--- src/rtl/csr_trap_sequencer_pkg.sv ---
// Shared CSR addresses, cause codes, mstatus bit positions and instruction encodings
package csr_trap_sequencer_pkg;

  localparam logic [11:0] CSR_MSTATUS = 12'h300;
  localparam logic [11:0] CSR_MTVEC   = 12'h305;
  localparam logic [11:0] CSR_MEPC    = 12'h341;
  localparam logic [11:0] CSR_MCAUSE  = 12'h342;

  localparam int CAUSE_ECALL_M      = 11;
  localparam int CAUSE_ILLEGAL_INST = 2;

  localparam int MS_MIE    = 3;
  localparam int MS_MPIE   = 7;
  localparam int MS_MPP_LO = 11;
  localparam int MS_MPP_HI = 12;

  localparam logic [31:0] INST_ECALL = 32'h0000_0073;
  localparam logic [31:0] INST_UNIMP = 32'hc000_1073;
  localparam logic [31:0] INST_MRET  = 32'h3020_0073;

  // Classification of the instruction sitting in MEM
  typedef struct packed {
    logic trap_ecall;
    logic trap_unimp;
    logic is_mret;
    logic plain_wr;
  } mem_class_t;

endpackage

--- src/rtl/csr_trap_decode.sv ---
// Combinational MEM-stage classifier: ecall / unimp / mret / ordinary CSR write
module csr_trap_decode
  import csr_trap_sequencer_pkg::*;
(
  input  logic        mem_valid_i,
  input  logic [31:0] mem_inst_i,
  input  logic        mem_csr_write_i,
  input  logic        mem_is_mret_i,
  output mem_class_t  cls_o
);

  logic ecall_raw, unimp_raw;

  assign ecall_raw = (mem_inst_i == INST_ECALL);
  assign unimp_raw = (mem_inst_i == INST_UNIMP);

  // A plain write never coexists with a trap or mret, so traps always win
  assign cls_o.trap_ecall = mem_valid_i && ecall_raw;
  assign cls_o.trap_unimp = mem_valid_i && unimp_raw;
  assign cls_o.is_mret    = mem_valid_i && mem_is_mret_i;
  assign cls_o.plain_wr   = mem_valid_i && mem_csr_write_i &&
                            !(ecall_raw || unimp_raw || mem_is_mret_i);

endmodule

--- src/rtl/csr_trap_sequencer.sv ---
// Trap / mret sequencer in front of the single-write-port CSR file
module csr_trap_sequencer
  import csr_trap_sequencer_pkg::*;
#(
  parameter int XLEN          = 32,
  parameter int CAUSE_ECALL   = CAUSE_ECALL_M,
  parameter int CAUSE_ILLEGAL = CAUSE_ILLEGAL_INST
) (
  input  logic            clk,
  input  logic            rstn,
  input  logic            mem_valid,
  input  logic [31:0]     mem_inst,
  input  logic [XLEN-1:0] mem_pc,
  input  logic            mem_csr_write,
  input  logic            mem_is_mret,
  input  logic [XLEN-1:0] mem_csr_wdata,
  input  logic [XLEN-1:0] csr_mtvec,
  input  logic [XLEN-1:0] csr_mepc,
  input  logic [XLEN-1:0] csr_mstatus,
  output logic            csr_we,
  output logic [11:0]     csr_waddr,
  output logic [XLEN-1:0] csr_wdata,
  output logic            stall,
  output logic            flush,
  output logic            pc_redirect,
  output logic [XLEN-1:0] pc_target,
  output logic            busy
);

  localparam logic [2:0] S_IDLE      = 3'd0;
  localparam logic [2:0] S_W_MEPC    = 3'd1;
  localparam logic [2:0] S_W_MCAUSE  = 3'd2;
  localparam logic [2:0] S_W_MSTATUS = 3'd3;
  localparam logic [2:0] S_RESTORE   = 3'd4;
  localparam logic [2:0] S_REDIRECT  = 3'd5;

  logic [2:0]      state_q, state_d;
  logic [XLEN-1:0] pc_q, pc_d;
  logic [XLEN-1:0] cause_q, cause_d;
  logic [XLEN-1:0] tgt_q, tgt_d;
  logic [XLEN-1:0] ms_trap, ms_mret;
  mem_class_t      cls;
  logic            is_trap;

  csr_trap_decode u_decode (
    .mem_valid_i     (mem_valid),
    .mem_inst_i      (mem_inst),
    .mem_csr_write_i (mem_csr_write),
    .mem_is_mret_i   (mem_is_mret),
    .cls_o           (cls)
  );

  assign is_trap = cls.trap_ecall || cls.trap_unimp;

  // Low PC / mtvec bits are dropped when forming word-aligned addresses
  logic unused_low_bits;
  assign unused_low_bits = ^{pc_q[1:0], csr_mtvec[1:0]};

  // mstatus images for trap entry and mret
  always_comb begin
    ms_trap                       = csr_mstatus;
    ms_trap[MS_MPIE]              = csr_mstatus[MS_MIE];
    ms_trap[MS_MIE]               = 1'b0;
    ms_trap[MS_MPP_HI:MS_MPP_LO]  = 2'b11;
    ms_mret                       = csr_mstatus;
    ms_mret[MS_MIE]               = csr_mstatus[MS_MPIE];
    ms_mret[MS_MPIE]              = 1'b1;
  end

  // State and sequence registers; reset abandons any sequence in flight
  always_ff @(posedge clk or negedge rstn) begin
    if (!rstn) begin
      state_q <= S_IDLE;
      pc_q    <= '0;
      cause_q <= '0;
      tgt_q   <= '0;
    end else begin
      state_q <= state_d;
      pc_q    <= pc_d;
      cause_q <= cause_d;
      tgt_q   <= tgt_d;
    end
  end

  // Next-state: MEM is only looked at in IDLE, so nothing nests or queues
  always_comb begin
    state_d = state_q;
    pc_d    = pc_q;
    cause_d = cause_q;
    tgt_d   = tgt_q;
    case (state_q)
      S_IDLE: begin
        if (is_trap) begin
          state_d = S_W_MEPC;
          pc_d    = mem_pc;
          cause_d = cls.trap_ecall ? XLEN'(CAUSE_ECALL) : XLEN'(CAUSE_ILLEGAL);
        end else if (cls.is_mret) begin
          state_d = S_RESTORE;
        end
      end
      S_W_MEPC:   state_d = S_W_MCAUSE;
      S_W_MCAUSE: state_d = S_W_MSTATUS;
      S_W_MSTATUS: begin
        state_d = S_REDIRECT;
        tgt_d   = {csr_mtvec[XLEN-1:2], 2'b00};
      end
      S_RESTORE: begin
        state_d = S_REDIRECT;
        tgt_d   = csr_mepc;
      end
      S_REDIRECT: state_d = S_IDLE;
      default:    state_d = S_IDLE;
    endcase
  end

  // Outputs and CSR write mux; everything is forced low while reset is held
  always_comb begin
    csr_we      = 1'b0;
    csr_waddr   = '0;
    csr_wdata   = '0;
    stall       = 1'b0;
    flush       = 1'b0;
    pc_redirect = 1'b0;
    pc_target   = '0;
    busy        = 1'b0;
    if (rstn) begin
      busy = (state_q != S_IDLE);
      case (state_q)
        S_IDLE: begin
          if (is_trap || cls.is_mret) begin
            stall = 1'b1;
          end else if (cls.plain_wr) begin
            csr_we    = 1'b1;
            csr_waddr = mem_inst[31:20];
            csr_wdata = mem_csr_wdata;
          end
        end
        S_W_MEPC: begin
          stall     = 1'b1;
          csr_we    = 1'b1;
          csr_waddr = CSR_MEPC;
          csr_wdata = {pc_q[XLEN-1:2], 2'b00};
        end
        S_W_MCAUSE: begin
          stall     = 1'b1;
          csr_we    = 1'b1;
          csr_waddr = CSR_MCAUSE;
          csr_wdata = cause_q;
        end
        S_W_MSTATUS: begin
          stall     = 1'b1;
          csr_we    = 1'b1;
          csr_waddr = CSR_MSTATUS;
          csr_wdata = ms_trap;
        end
        S_RESTORE: begin
          stall     = 1'b1;
          csr_we    = 1'b1;
          csr_waddr = CSR_MSTATUS;
          csr_wdata = ms_mret;
        end
        S_REDIRECT: begin
          flush       = 1'b1;
          pc_redirect = 1'b1;
          pc_target   = tgt_q;
        end
        default: ;
      endcase
    end
  end

endmodule

--- config.mk ---
export PLATFORM = sky130hd
export DESIGN_NAME = csr_trap_sequencer
export DESIGN_NICKNAME = d
export VERILOG_FILES = /design/src/rtl/csr_trap_sequencer_pkg.sv /design/src/rtl/csr_trap_decode.sv /design/src/rtl/csr_trap_sequencer.sv
export SDC_FILE = /design/constraint.sdc
export NUM_CORES = 1
export LEC_CHECK = 0
export ABC_AREA = 1
export BUFFER_PORTS_ARGS = -buffer_cell sky130_fd_sc_hd__buf_2
export CAP_MARGIN = 25
export CORE_AREA = 2 2 108 110
export DETAILED_ROUTE_END_ITERATION = 10
export DIE_AREA = 0 0 110 112
export PLACE_DENSITY = 0.76
export SLEW_MARGIN = 25
export SYNTH_ARGS = -nofsm -noshare
export SYNTH_HDL_FRONTEND = slang
export SYNTH_SLANG_ARGS = --single-unit
--- constraint.sdc ---
create_clock -name clk -period 4.4 [get_ports clk]
set_input_delay 0.44 -clock clk [delete_from_list [all_inputs] [get_ports clk]]
set_output_delay 0.44 -clock clk [all_outputs]
set_load 0.005 [all_outputs]
# Yosys cells after proc, flatten, opt, wreduce, memory -nomap -nowiden
# Index checks and enable logic that the tools add are counted.
dict set report totals {
  regBits 99
  input_bits 197
  output_inout_bits 81
}
dict set report op_classes {
  eq_ne 8
  n_mux 25
  reduce_logical 16
}
# operator count
set ops {}
lappend ops {{$mux W32} 5}
lappend ops {{$pmux W32 S5} 1}
lappend ops {{$pmux W32 S2} 1}
lappend ops {{$pmux W12 S4} 1}
lappend ops {{$mux W12} 3}
lappend ops {{$eq A32 B32 Y1 const B} 1}
lappend ops {{$eq A32 B7 Y1 const B} 1}
lappend ops {{$pmux W3 S4} 1}
lappend ops {{$mux W1} 8}
lappend ops {{$eq A3 B2 Y1 const B} 2}
lappend ops {{$eq A3 B3 Y1 const B} 2}
lappend ops {{$mux W3} 2}
lappend ops {{$logic_and A1 B1 Y1} 5}
lappend ops {{$logic_or A1 B1 Y1} 4}
lappend ops {{$mux W4} 1}
lappend ops {{$pmux W1 S2} 2}
lappend ops {{$reduce_or A4 Y1} 1}
lappend ops {{$eq A3 B1 Y1 const B} 1}
lappend ops {{$logic_not A3 Y1} 1}
lappend ops {{$ne A3 B3 Y1 const B} 1}
lappend ops {{$reduce_bool A3 Y1} 1}
lappend ops {{$reduce_and A2 Y1} 1}
lappend ops {{$reduce_bool A2 Y1} 1}
lappend ops {{$reduce_or A2 Y1} 1}
lappend ops {{$logic_not A1 Y1} 1}

# Depth between registers and ports, before layout
dict set report logic_depth {
  word_depth 9
  mapped_depth 12
  depth_no_buf 11
}

# Modules after synthesis
# From an unflattened synthesis, not the netlist that was laid out.
dict set report unflattened {
  cells_unflattened 802
  hier_area_um2 5047.3
}
# mod instances cells_per_inst area_each_um2 seq_area_each_um2
set by_module_without_submodules {}
lappend by_module_without_submodules {csr_trap_sequencer 1 734 4775.8 1676.6}
lappend by_module_without_submodules {csr_trap_decode 1 68 271.5 0.0}

# Least setup slack after synthesis
# Ideal clock, no wire load.
dict set report synth_path {
  path_kind {input to output}
  start {input port mem_inst[29]}
  end {output port stall}
  t_arrival_ps 1410
  required_time_ps 3960
  setup_slack_ps 2550
  path_stages 10
  path_buffers 1
  path_cell_list {inv_1 nand2_1 nor2_1 nand2_1 nand2_1 nand3_1 buf_4 nand2_1 nand3_1 a21oi_1}
}
dict set report synth_via {
  elab_chain_cells 7
  word_cells_on_any_way 9
  classes_between {eq/ne (2); mux (3); reduce/logical (4)}
}
# item line_no
set synth_lines {}
lappend synth_lines {{start: declaration} csr_trap_sequencer.sv:12} ;# input logic [31:0] mem_inst,
lappend synth_lines {{$eq A32 B7 Y1 / $eq A32 B32 Y1 (equally long branches)} {csr_trap_decode.sv:14, csr_trap_decode.sv:15}}
lappend synth_lines {{$logic_and A1 B1 Y1, on equally long branches} {csr_trap_decode.sv:18, csr_trap_decode.sv:19}}
lappend synth_lines {{$logic_or A1 B1 Y1 (*)} csr_trap_sequencer.sv:53} ;# assign is_trap = cls.trap_ecall || cls.trap_unimp;
lappend synth_lines {{$logic_or A1 B1 Y1 (*)} csr_trap_sequencer.sv:130} ;# if (is_trap || cls.is_mret) begin
lappend synth_lines {{$mux W1 (*)} csr_trap_sequencer.sv:130}
lappend synth_lines {{$pmux W1 S2 (*)} csr_trap_sequencer.sv:128} ;# case (state_q)
lappend synth_lines {{$mux W1 (*)} csr_trap_sequencer.sv:126} ;# if (rstn) begin
lappend synth_lines {{end: declaration} csr_trap_sequencer.sv:23} ;# output logic stall,
# Every way passes the cells marked *; elsewhere a longest branch is shown, timed or not.

# Worst setup path in the final report
dict set report layout_path {
  start {register state_q[2]}
  end {output port csr_wdata[1]}
}
dict set report layout_via {
  elab_chain_cells 3
  word_cells_on_any_way 7
  classes_between {eq/ne (4); mux (2); reduce/logical (1)}
}
# item line_no
set layout_lines {}
lappend layout_lines {{start: declaration} csr_trap_sequencer.sv:37} ;# logic [2:0] state_q, state_d;
lappend layout_lines {{start signal: assignment} csr_trap_sequencer.sv:78} ;# state_q <= state_d;
lappend layout_lines {{$eq A3 B3 Y1 (tied with other cells)} csr_trap_sequencer.sv:128}
lappend layout_lines {{$pmux W32 S5 (*)} csr_trap_sequencer.sv:128}
lappend layout_lines {{$mux W32 (*)} csr_trap_sequencer.sv:126}
lappend layout_lines {{end: declaration} csr_trap_sequencer.sv:22} ;# output logic [XLEN-1:0] csr_wdata,
# Marked as above.

==> summary.txt <==
Clocking
  – Clock transition at the registers of the reported paths: 0.06 ns
  – Hold_buf cts: 0
  – Root buffer cell: clkbuf_16
  – CTS tree: built
  – CTS sink cnt: 67
  – CTS Buf Count: 9
  – Clock tree buffer depth: 2
  – Clk_lat worst skew: 0.32 ns
  – PostCTS Resize Cnt: 0
  – Post-CTS setup buffer count: 0
  – H-tree levels: 3

Timing
  – Relative slew margins: 0.341
  – Final Max Slew Viols: 0
  – Skew final: 0.00838 ns
  – Fin. Hold Viols: 0
  – RSZ-0062 raised after global routing: false
  – Slew @ Worst Pin: slightly below 1 ns
  – Final setup fails: 0
  – Final cycle utilization of the critical path: 0.623
  – Total negative setup slack: 0 ns
  – Post-layout min period: between 2 and 3 ns
  – Fmax: 365 MHz

Pwr
  – Internal power: 1.62 mW
  – Net Sw Power: 1.18 mW
  – Switch share: 0.421
  – Clock Power Share: 0.231
  – VDD IR max: 0.241 mV
  – Pwr Density: 451 nW/µm²
  – LEAKAGE: between 3 and 4 nW
  – Sequential share of power: 0.307
  – Logic pwr share: 0.463

Floorplan
  – Starting Density: 0.405
  – Die width: 110 µm
  – Die height: 112 µm
  – Rows: 39
  – Placeable Area: roughly 11000 µm²
  – I/O pin total: 278
  – Die footprint: 12300 µm²

Setup path
  – Worst path required time: 3.96 ns
  – Worst reg2reg setup slack: a little under 2 ns
  – Terminus of the critical flop-to-flop path: tgt_q[9]
  – Setup CP Type: flop to primary output
  – Reg2Reg Depth: 6
  – Startpoint types: flop
  – CP Capture Type: primary output
  – CP Max Fanout: 30
  – Worst r2r src: state_q[2]
  – Arr. time, crit path: ~2.3 ns

Detailed routing
  – Routed WL: 14800 µm
  – Routed Antenna Nets: 0
  – DRC viols: 0
  – DR pass1 iterations: 5
  – Vias/cell: 4.95
  – Routed via count: 5395
  – Starting DRC count in detailed routing: 340
  – Wirelength per Cell: ~14 µm

Yosys
  – Main synth FF type: dfrtp_1
  – Area leader, netlist: dfrtp_1
  – Synth top cells by count: 133 x inv_1, 123 x nand2_1, 123 x nor2_1
  – Mean Syn Cell Area: 6.50 µm²
  – Net Count, Synth: 893
  – Post-synth EDFFs: 0
  – Cell with the most instances after synthesis: inv_1
  – Post-synthesis sequential area ratio: 0.371
  – Ys async rst share: 1.00
  – Yosys Warn Count: 0
  – Ranking of synthesized cells by area: dfrtp_1 37%, inv_1 11%, nand2_1 10%
  – Top-area cell type share of the netlist area: 0.371
  – Synthesized area: 4520 µm²
  – Gate Count Post-Synth: between 600 and 700
  – Netlist cell types: 21
  – Seq cells post-synth: 67

Global route
  – Gr usage total: 0.234
  – Global route overflow: 0
  – Antenna violations before repair: 0
  – First-pass GRT wire length: around 23000 µm
  – Vias in the first global route: 4923
  – Largest net degree at the start of global routing: 65

Finish
  – ANT cells: 0
  – Share of layout cells above drive strength 1: 0.328
  – Area grow syn2layout: 37.0%
  – Fin util: 0.554
  – # nets final: between 1000 and 1500
  – FILL cells: 1149

Flow run
  – Max Cap Violations: 0

Placement
  – Routability congestion estimate: 0.826
  – DP HPWL: 10900 µm
  – Port bufs: about 270

Run status
  – Run status: completed

Hold path
  – Worst min path class: input port to asynchronous set/reset pin
==> metal layers <==
layer  wire length, µm  vias up  part of all wire  GRT usage
li1                  -     2721                 -          -
met1              6250     2446              0.42      0.285
met2              7210      217              0.49      0.407
met3              1180       11             0.079     0.0544
met4               169        0             0.011     0.0641
met5                 0        -                 0          0
==> power by group through the flow <==
stage	sequential (mW)	combinational, mW	clock, mW
6_report	0.857	1.29	0.644
5_1_grt	0.877	1.47	0.696
4_1_cts	0.856	1.31	0.664
3_5_place_dp	0.867	1.30	0
3_3_place_gp	0.861	1.28	0
2_1_floorplan	0.851	0.905	0
==> area by class of cell <==
class                           count  area [µm²]  share of cell area
Clock inverter                      7        43.8             0.00707
Tap cell                          143         179              0.0289
Inverter                          137         514              0.0830
Multi-Input combinational cell    443        2110               0.341
Sequential cell                    67        1680               0.271
Clock buffer                        9         225              0.0364
Timing Repair Buffer              283        1440               0.233
==> stage by stage <==
step	std cells	hold WS (ns)	worst slack [ns]	power, mW	area (µm²)
global route	1089	0.0628	1.44	3.04	6190
global placement	1073	0.397	1.70	2.14	5920
detailed placement	1073	0.404	1.69	2.17	5920
floorplan	696	0.144	2.55	1.76	4520
finish	1089	0.0429	1.66	2.79	6190
CTS	1089	0.0497	1.59	2.83	6190
==> placed cells by master (no fill, tap or decap) <==
master and count:
buf_2 272, inv_1 133, nand2_1 122, nor2_1 121, dfrtp_1 67, nand4_1 42
a21oi_1 41, a31oi_1 30, a22oi_1 26, o21ai_1 23, o21ai_0 11, buf_4 11
nand3_1 9, clkbuf_16 9, nor3_1 7, inv_2 4, a221oi_1 4, clkinv_2 4
nor2_2 2, clkinvlp_4 2, nor2_4 1, nand4_2 1, nor3_2 1, nand2_2 1
nand3_2 1, inv_6 1
==> sequential cells by signal (all words and copies together) (netlist names) <==
register / cells
cause_q: 2
pc_q: 30
state_q: 3
tgt_q: 32
==> how the worst max path moves through the flow <==
stage / end / startpoint / cells after the start
6_report: csr_wdata[1] / state_q[2] / 6
5_1_grt: csr_waddr[9] / mem_inst[29] / 11
4_1_cts: csr_wdata[1] / state_q[2] / 6
3_5_place_dp: csr_wdata[9] / mem_inst[29] / 11
3_3_place_gp: csr_wdata[9] / mem_inst[29] / 11
2_1_floorplan: stall / mem_inst[29] / 10
==> kinds of logic (layout without fill, tap and decap cells) <==
logic type,Yosys count,after routing,share of synthesized area
buffers and inverters,186,436,0.164
AOI/OAI and AO/OA,135,135,0.175
and+or+nand+nor,308,308,0.290
DFF,67,67,0.371
==> worst max-delay path: stages (launching register included) <==
cell and delay [ns]:
dfrtp_1 0.46, nor3_2 0.38, nor2_1 0.14, inv_2 0.44, a21oi_1 0.17, a21oi_1 0.24
buf_2 0.16
Power figures use the tool's default switching activity.
